[src/rtl/i2c_master_byte.sv]
// Single-byte I2C master: START, address+R/W, then one byte written or one byte read (master NACK), STOP.
// Bus pins are open-drain: scl_oe/sda_oe = 1 pulls the line low, 0 releases it to the pull-up.
module i2c_master_byte #(
   parameter int unsigned QDIV    = 250,
   parameter logic [6:0]  SLV_ADR = 7'h27
) (
   input  logic       clk,
   input  logic       rst_n,
   input  logic       start,
   input  logic       rw,
   input  logic       adr_sel,
   input  logic [6:0] adr_in,
   input  logic [7:0] wr_data,
   output logic       ready,
   output logic       done,
   output logic       ack_err,
   output logic [7:0] rd_data,
   output logic       scl_oe,
   output logic       sda_oe,
   input  logic       scl_in,
   input  logic       sda_in
);

   typedef enum logic [3:0] {
      S_IDLE,
      S_START,
      S_ADDR,
      S_AACK,
      S_WDATA,
      S_WACK,
      S_RDATA,
      S_MNACK,
      S_STOP
   } state_t;

   localparam logic [15:0] QMAX = 16'(QDIV - 1);

   state_t      state_q, state_d;
   logic [15:0] qcnt_q, qcnt_d;
   logic [1:0]  phase_q, phase_d;
   logic [2:0]  bit_q, bit_d;
   logic [7:0]  shreg_q, shreg_d;
   logic [7:0]  wdata_q, wdata_d;
   logic        rw_q, rw_d;
   logic        ack_err_q, ack_err_d;
   logic [7:0]  rd_data_q, rd_data_d;
   logic        done_q, done_d;
   logic        scl_oe_q, scl_oe_d;
   logic        sda_oe_q, sda_oe_d;
   logic [1:0]  scl_sync_q, sda_sync_q;

   logic scl_hi, sda_hi, is_bit, q_last, q_tick, slot_end;

   // Line drive for a given state/phase; b is the bit being transmitted in ADDR/WDATA.
   function automatic logic [1:0] line_drive(input state_t s, input logic [1:0] ph, input logic b);
      logic [1:0] drv;
      drv = 2'b00;
      case (s)
         S_START:                            drv = {ph == 2'd3, ph >= 2'd2};
         S_ADDR, S_WDATA:                    drv = {ph <= 2'd1, ~b};
         S_AACK, S_WACK, S_RDATA, S_MNACK:   drv = {ph <= 2'd1, 1'b0};
         S_STOP:                             drv = {ph == 2'd0, ph <= 2'd1};
         default:                            drv = 2'b00;
      endcase
      return drv;
   endfunction

   // NOTE: sequential state uses non-blocking (<=) so every flop samples pre-edge values.
   always_ff @(posedge clk or negedge rst_n) begin
      if (!rst_n) begin
         scl_sync_q <= 2'b11;
         sda_sync_q <= 2'b11;
      end else begin
         scl_sync_q <= {scl_sync_q[0], scl_in};
         sda_sync_q <= {sda_sync_q[0], sda_in};
      end
   end

   assign scl_hi   = scl_sync_q[1];
   assign sda_hi   = sda_sync_q[1];
   assign is_bit   = state_q inside {S_ADDR, S_AACK, S_WDATA, S_WACK, S_RDATA, S_MNACK};
   assign q_last   = (qcnt_q == QMAX);
   // Clock stretch: the end of ph2 is held until the slave lets SCL rise.
   assign q_tick   = q_last && !(is_bit && phase_q == 2'd2 && !scl_hi);
   assign slot_end = q_tick && (phase_q == 2'd3);

   always_comb begin
      // NOTE: every signal written here gets a default first, so no latch can be inferred.
      state_d   = state_q;
      qcnt_d    = qcnt_q;
      phase_d   = phase_q;
      bit_d     = bit_q;
      shreg_d   = shreg_q;
      wdata_d   = wdata_q;
      rw_d      = rw_q;
      ack_err_d = ack_err_q;
      rd_data_d = rd_data_q;
      done_d    = 1'b0;

      if (state_q == S_IDLE) begin
         qcnt_d  = '0;
         phase_d = '0;
      end else if (q_tick) begin
         qcnt_d  = '0;
         phase_d = phase_q + 2'd1;
      end else if (!q_last) begin
         qcnt_d  = qcnt_q + 16'd1;
      end

      case (state_q)
         S_IDLE: begin
            if (start) begin
               rw_d      = rw;
               wdata_d   = wr_data;
               shreg_d   = {(adr_sel ? adr_in : SLV_ADR), rw};
               bit_d     = 3'd7;
               ack_err_d = 1'b0;
               state_d   = S_START;
            end
         end
         S_START: if (slot_end) state_d = S_ADDR;
         S_ADDR, S_WDATA: begin
            if (slot_end) begin
               shreg_d = {shreg_q[6:0], 1'b0};
               bit_d   = bit_q - 3'd1;
               if (bit_q == 3'd0) state_d = (state_q == S_ADDR) ? S_AACK : S_WACK;
            end
         end
         S_AACK: begin
            if (slot_end) begin
               if (sda_hi) begin
                  ack_err_d = 1'b1;
                  state_d   = S_STOP;
               end else if (rw_q) begin
                  state_d   = S_RDATA;
               end else begin
                  shreg_d   = wdata_q;
                  state_d   = S_WDATA;
               end
            end
         end
         S_WACK: begin
            if (slot_end) begin
               ack_err_d = sda_hi;
               state_d   = S_STOP;
            end
         end
         S_RDATA: begin
            if (slot_end) begin
               shreg_d = {shreg_q[6:0], sda_hi};
               bit_d   = bit_q - 3'd1;
               if (bit_q == 3'd0) state_d = S_MNACK;
            end
         end
         S_MNACK: if (slot_end) state_d = S_STOP;
         S_STOP: begin
            if (slot_end) begin
               done_d  = 1'b1;
               state_d = S_IDLE;
               if (rw_q && !ack_err_q) rd_data_d = shreg_q;
            end
         end
         default: state_d = S_IDLE;
      endcase

      // Pin drivers are registered from the next state so the open-drain outputs never glitch.
      {scl_oe_d, sda_oe_d} = line_drive(state_d, phase_d, shreg_d[7]);
   end

   always_ff @(posedge clk or negedge rst_n) begin
      if (!rst_n) begin
         state_q   <= S_IDLE;
         qcnt_q    <= '0;
         phase_q   <= '0;
         bit_q     <= 3'd7;
         shreg_q   <= '0;
         wdata_q   <= '0;
         rw_q      <= 1'b0;
         ack_err_q <= 1'b0;
         rd_data_q <= '0;
         done_q    <= 1'b0;
         scl_oe_q  <= 1'b0;
         sda_oe_q  <= 1'b0;
      end else begin
         state_q   <= state_d;
         qcnt_q    <= qcnt_d;
         phase_q   <= phase_d;
         bit_q     <= bit_d;
         shreg_q   <= shreg_d;
         wdata_q   <= wdata_d;
         rw_q      <= rw_d;
         ack_err_q <= ack_err_d;
         rd_data_q <= rd_data_d;
         done_q    <= done_d;
         scl_oe_q  <= scl_oe_d;
         sda_oe_q  <= sda_oe_d;
      end
   end

   assign ready   = (state_q == S_IDLE);
   assign done    = done_q;
   assign ack_err = ack_err_q;
   assign rd_data = rd_data_q;
   assign scl_oe  = scl_oe_q;
   assign sda_oe  = sda_oe_q;

endmodule

[config.mk]
export PLATFORM = sky130hd
export DESIGN_NAME = i2c_master_byte
export DESIGN_NICKNAME = d
export VERILOG_FILES = /design/src/rtl/i2c_master_byte.sv
export SDC_FILE = /design/constraint.sdc
export NUM_CORES = 1
export LEC_CHECK = 0
export BUFFER_PORTS_ARGS = -buffer_cell sky130_fd_sc_hd__buf_2
export CORE_MARGIN = 5
export CORE_UTILIZATION = 50
export DETAILED_ROUTE_END_ITERATION = 6
export PLACE_DENSITY = 0.73
export SYNTH_ARGS = -nofsm -noshare
export SYNTH_HDL_FRONTEND = slang
export SYNTH_SLANG_ARGS = --single-unit
[constraint.sdc]
create_clock -name clk -period 2.5 [get_ports clk]
set_input_delay 0.125 -clock clk [delete_from_list [all_inputs] [get_ports clk]]
set_output_delay 0.125 -clock clk [all_outputs]
set_load 0.05 [all_outputs]
Yosys cells after proc, flatten, opt, wreduce, memory -nomap -nowiden
Index checks and enable logic that the tools add are counted.
Widths: inputs -> output; s select.

word-level totals
  register bits = 58
  input port bits = 22
  output and inout bits = 13
  logic and storage cells = 113

cells by class
  $add $sub $neg = 3
  order comparisons = 2
  equality and inequality tests = 30
  multiplexer cells = 37
  bitwise logic cells = 1
  reduce and logical (&&, ||, !) cells = 25

operators by type and width
  operator               number
  $mux 16                3
  $mux 8                 6
  $mux 4                 10
  $eq 4x3->1 const B     8
  $pmux 8 s4             1
  $pmux 4 s7             1
  $add 16x1->16 const B  1
  $eq 16x8->1 const B    1
  $eq 4x2->1 const B     4
  $ne 2x2->1 const B     8
  $mux 3                 3
  $eq 4x1->1 const B     2
  $eq 4x4->1 const B     2
  $pmux 2 s4             1
  $mux 7                 1
  $reduce_and 7->1       1
  $eq 2x2->1 const B     3
  $mux 1                 6
  $mux 2                 3
  $pmux 3 s2             1
  $reduce_and 3->1       2
  $reduce_bool 6->1      1
  $reduce_or 2->1        3
  $logic_and 1x1->1      5
  19 further kinds       21

Depth between registers and ports, before layout
  depth in word-level cells = 12
  mapped depth = 10
  gate-level depth less buffers = 9

Worst setup path before layout
No wires, ideal clock.

  path kind = flip-flop to flip-flop
  from = register state_q[0]
  to = register sda_oe_q, in the netlist sda_oe
  library setup time = 0.101 ns
  arrival = 2.277 ns
  data required time = 2.399 ns
  path slack = 0.122 ns
  cell stages (with the launch flop) = 9
  buffers on the path = 1
  clock period less this slack = 2.378 ns
  path through = dfrtp_1 -> clkbuf_1 -> nor2_1 -> nand2_1 -> clkinv_1 -> and2_1 -> a32o_1 -> a221o_1 -> o311ai_2

between the ends
  elaborated cells between the ends (all ways) = 48
  classes of those cells = 2 x order compare; 16 x eq/ne; 18 x mux; 1 x bitwise; 11 x reduce/logical

RTL lines
  item                    RTL line  RTL
  start, declared         38        state_t state_q, state_d;
  start signal, assigned  185       state_q <= state_d;
  $logic_not 4->1         --
  named net ready         14        output logic ready,
  $pmux 8 s4              110       case (state_q)
  named net shreg_d[7]    42        logic [7:0] shreg_q, shreg_d;
  $not 1->1               60        S_ADDR, S_WDATA: drv = {ph <= 2'd1, ~b};
  $pmux 2 s4              58        case (s)
  named net sda_oe_d      49        logic sda_oe_q, sda_oe_d;
  end signal, assigned    196       sda_oe_q <= sda_oe_d;
  end, declared           49

The timed path passes the listed nets, and every way through them passes these cells. The select of a mux whose other input is x is not followed.
A chain may end at the register's enable or synchronous reset.

Worst setup path in the final report
  from = register qcnt_q[1]
  to = register sda_oe_q, in the netlist sda_oe

between the ends
  elaborated cells between the ends (all ways) = 30
  classes of those cells = 2 x order compare; 9 x eq/ne; 14 x mux; 1 x bitwise; 4 x reduce/logical

RTL lines
  item                              RTL line       RTL
  start, declared                   39             logic [15:0] qcnt_q, qcnt_d;
  start signal, assigned            186            qcnt_q <= qcnt_d;
  $eq 16x8->1 *                     82             assign q_last = (qcnt_q == QMAX);
  $logic_and 1x1->1 *               84             assign q_tick = q_last && !(is_bit && phase_q == 2'd2 && !scl_hi);
  $logic_and 1x1->1 *               85             assign slot_end = q_tick && (phase_q == 2'd3);
  $mux 8, on equally long branches  149, 123, 130
  $pmux 8 s4 *                      110
  named net shreg_d[7]              42
  $not 1->1 *                       60
  $pmux 2 s4 *                      58
  named net sda_oe_d                49

The timed path passes the listed nets; every way through them passes the cells marked *. The select of a mux whose other input is x is not followed.

==> results.json <==
{
  "area_growth_pct": 22.7,
  "worst_slack_ns": 0.187,
  "drc": 0,
  "route.met3.wl_um": 346,
  "cp.depth": 8,
  "hold_class": "input port to flip-flop",
  "h-tree-depth": 3,
  "grt_antenna_before_repair": 0,
  "cts_buffers": 9,
  "finalHoldViolations": 0,
  "n_antenna_cell": 0,
  "nFillCells": 452,
  "grt_start_max_net_pins": 35,
  "wire_per_inst_um": 15.2,
  "ir_drop_v": 0.000473,
  "seq_area_frac_synth_pct": 52.2,
  "syn-num-nets": 298,
  "synth_ff_type": "dfrtp_1",
  "arrival_ns": 2.54,
  "cpLargestDelayFamily": "simple AND/OR/NAND/NOR gates",
  "r2r_slack_ns": 0.19,
  "dr.pass1.iters": 4,
  "cpPeakStageDelay_ns": 0.40,
  "cts_tree": "yes",
  "drv_slew": 0,
  "die_h_um": 84.8,
  "fin_skew_ns": 0.00619,
  "max-cap-violations": 0,
  "clk_pin_slew_ns": 0.06,
  "powerDensity_nw_per_um2": 510,
  "layout_common_cells": "dfrtp_1 (51), nand2_1 (43), buf_2 (34)",
  "gp_congestion": 0.921,
  "grt_pass1_vias": 2239,
  "power_mw": 1.75,
  "synth_cells": 270,
  "multi_input_area_um2": 1250,
  "initial_core_util_pct": 51.1,
  "max_clock_freq_ghz": 0.432,
  "wl_met1_mm": 2.81,
  "grt_pass1_wl_mm": 10.8,
  "overflow": 0,
  "grt.total_usage_pct": 18.9,
  "postRouteAntennaNets": 0,
  "crit_start": "qcnt_q[1]",
  "top_layer": "met4",
  "outcome": "finished clean",
  "design_area_um2": 3430,
  "io_pins": 35,
  "end_kind": "flip-flop",
  "num_rows": 27,
  "port_buffers": 34,
  "drive_above_1_share_pct": 25.7,
  "rr_startpoint": "qcnt_q[1]",
  "dp_hpwl_mm": 4.31,
  "fin_crit_sh_pct": 92.5,
  "cts_buffer_depth": 2,
  "crit_path_start_kind": "flip-flop",
  "post-place-ws_ns": 0.121,
  "totalWireLength_mm": 6.24,
  "fin_crit_ns": 2.31,
  "dpl_cell_area_um2": 3130,
  "worstRegToRegCells": 8,
  "syn_avg_cell_area_um2": 10.4,
  "cts_root_buffer": "clkbuf_8",
  "setup_viol": 0,
  "max_slew.worst_pin.slew_ns": 0.618,
  "wl_met2_mm": 3.02,
  "r2r-end": "sda_oe",
  "fp.dieW_um": 84.8,
  "synth_cell_types": 47,
  "hold_depth": 3,
  "dieArea_um2": 7190,
  "synth_edf_count": 0,
  "core_area_um2": 5470,
  "yosys_register_bits": 58,
  "fin_nets": 362,
  "final_common_cell": "dfrtp_1",
  "power.leakage_nw": 1.62,
  "first_iter_violations": 184,
  "cp_slowest_cell": "dfrtp_1",
  "required_ns": 2.73,
  "dr_total_vias": 2248,
  "path_max_fanout": 7,
  "crit_type": "flip-flop to flip-flop",
  "syn_area_um2": 2800,
  "clk_latency_ns": 0.33,
  "cts.sinks": 58,
  "crit_end": "sda_oe",
  "fin_tns_setup_ns": 0,
  "final-seq-area_um2": 1460,
  "ys.warnings.count": 0,
  "crit_chain": "inv_1 > ha_1 > nor3b_1 > and4_2 > and3_1 > o221ai_2 > a221o_1 > o311ai_2",
  "relSlewSlack_pct": 58.4,
  "rsz0062_at_grt": "no",
  "postSynth.asyncResetShare_pct": 100,
  "via_per_inst": 5.47,
  "path_buf_inv": 1
}
## cells in the mapped netlist, types with 4 or more instances
library cell	instances	area, um2
inv_1	10	37.5
clkbuf_1	5	18.8
xnor2_1	5	43.8
o21ai_0	10	50.1
a21oi_1	7	35.0
nand2b_1	7	43.8
nand2_1	43	161
nand4_1	5	31.3
ha_1	6	75.1
mux2_2	8	90.1
nand3_1	11	55.1
dfrtp_1	51	1280
nor2_1	25	93.8
nor2b_1	4	25.0
dfstp_2	7	184
xor2_1	9	78.8
a221o_1	8	80.1
and3_1	4	25.0
## timing repair
item,in CTS,in global routing
endpoints found under the setup margin,0,9
hold endpoints to repair,61,0
gates resized for setup,0,4
setup buffers,0,0
hold buffers,11,0
## worst min-delay path: cells and delay by family
| family | cells | cell delay [ns] |
|---|---|---|
| buffers and inverters | 1 | 0.07 |
| and+or+nand+nor | 2 | 0.12 |
## sequential cells by signal, indices dropped and copies added, names as in the netlist
register,count
shreg_q,8
sda_oe,1
rw_q,1
scl_sync_q,2
sda_sync_q,2
scl_oe,1
bit_q,3
phase_q,2
state_q,4
wdata_q,8
rd_data,8
ack_err,1
done,1
qcnt_q,16
## cell families after synthesis
family,count (synthesis),synth area share [%]
DFF,58,52.2
xor gates and xnor gates,14,4.39
buffers and inverters,21,3.72
adders and majority gates,6,2.69
and+or+nand+nor,118,21.4
AOI/OAI and AO/OA,43,11.6
muxes,10,3.94
## final cells by class
cell class                      instances  area share, %
Tap cell                               72           2.63
Timing Repair Buffer                   63           12.1
Sequential cell                        58           42.6
Clock buffer                           16           4.96
Multi-Input combinational cell        191           36.5
Inverter                               11           1.20
## worst min path at each step
stage | slack, ns | end | start
after floorplan | -0.17 | ack_err | rst_n
after global placement | 0.14 | qcnt_q[10] | rst_n
after detailed placement | 0.14 | qcnt_q[10] | rst_n
after CTS | 0.03 | rw_q | rw
after global routing | 0.05 | rw_q | rw
final | 0.04 | rw_q | rw
## power by group
part           switching (mW)  leakage, nW  internal (mW)
combinational          0.0275        0.801         0.0272
sequential            0.00167        0.735          0.945
clock                   0.330       0.0850          0.416
total                   0.359         1.62           1.39
## stage by stage
stage / utilization [%] / hold slack, ns / cells
floorplan: - / -0.171 / 270
global placement: 57.2 / 0.139 / 384
CTS: 62.3 / 0.0264 / 411
detailed placement: 57.2 / 0.142 / 384
finish: 62.6 / 0.0351 / 411
global route: 62.6 / 0.0545 / 411
## layer usage
layer,vias to the layer above,track usage [%]
met2,64,29.3
met3,8,6.28
met1,1095,25.1
met5,-,0
met4,0,5.76
li1,1081,-
Note: power is estimated with default switching activity, not from simulation.
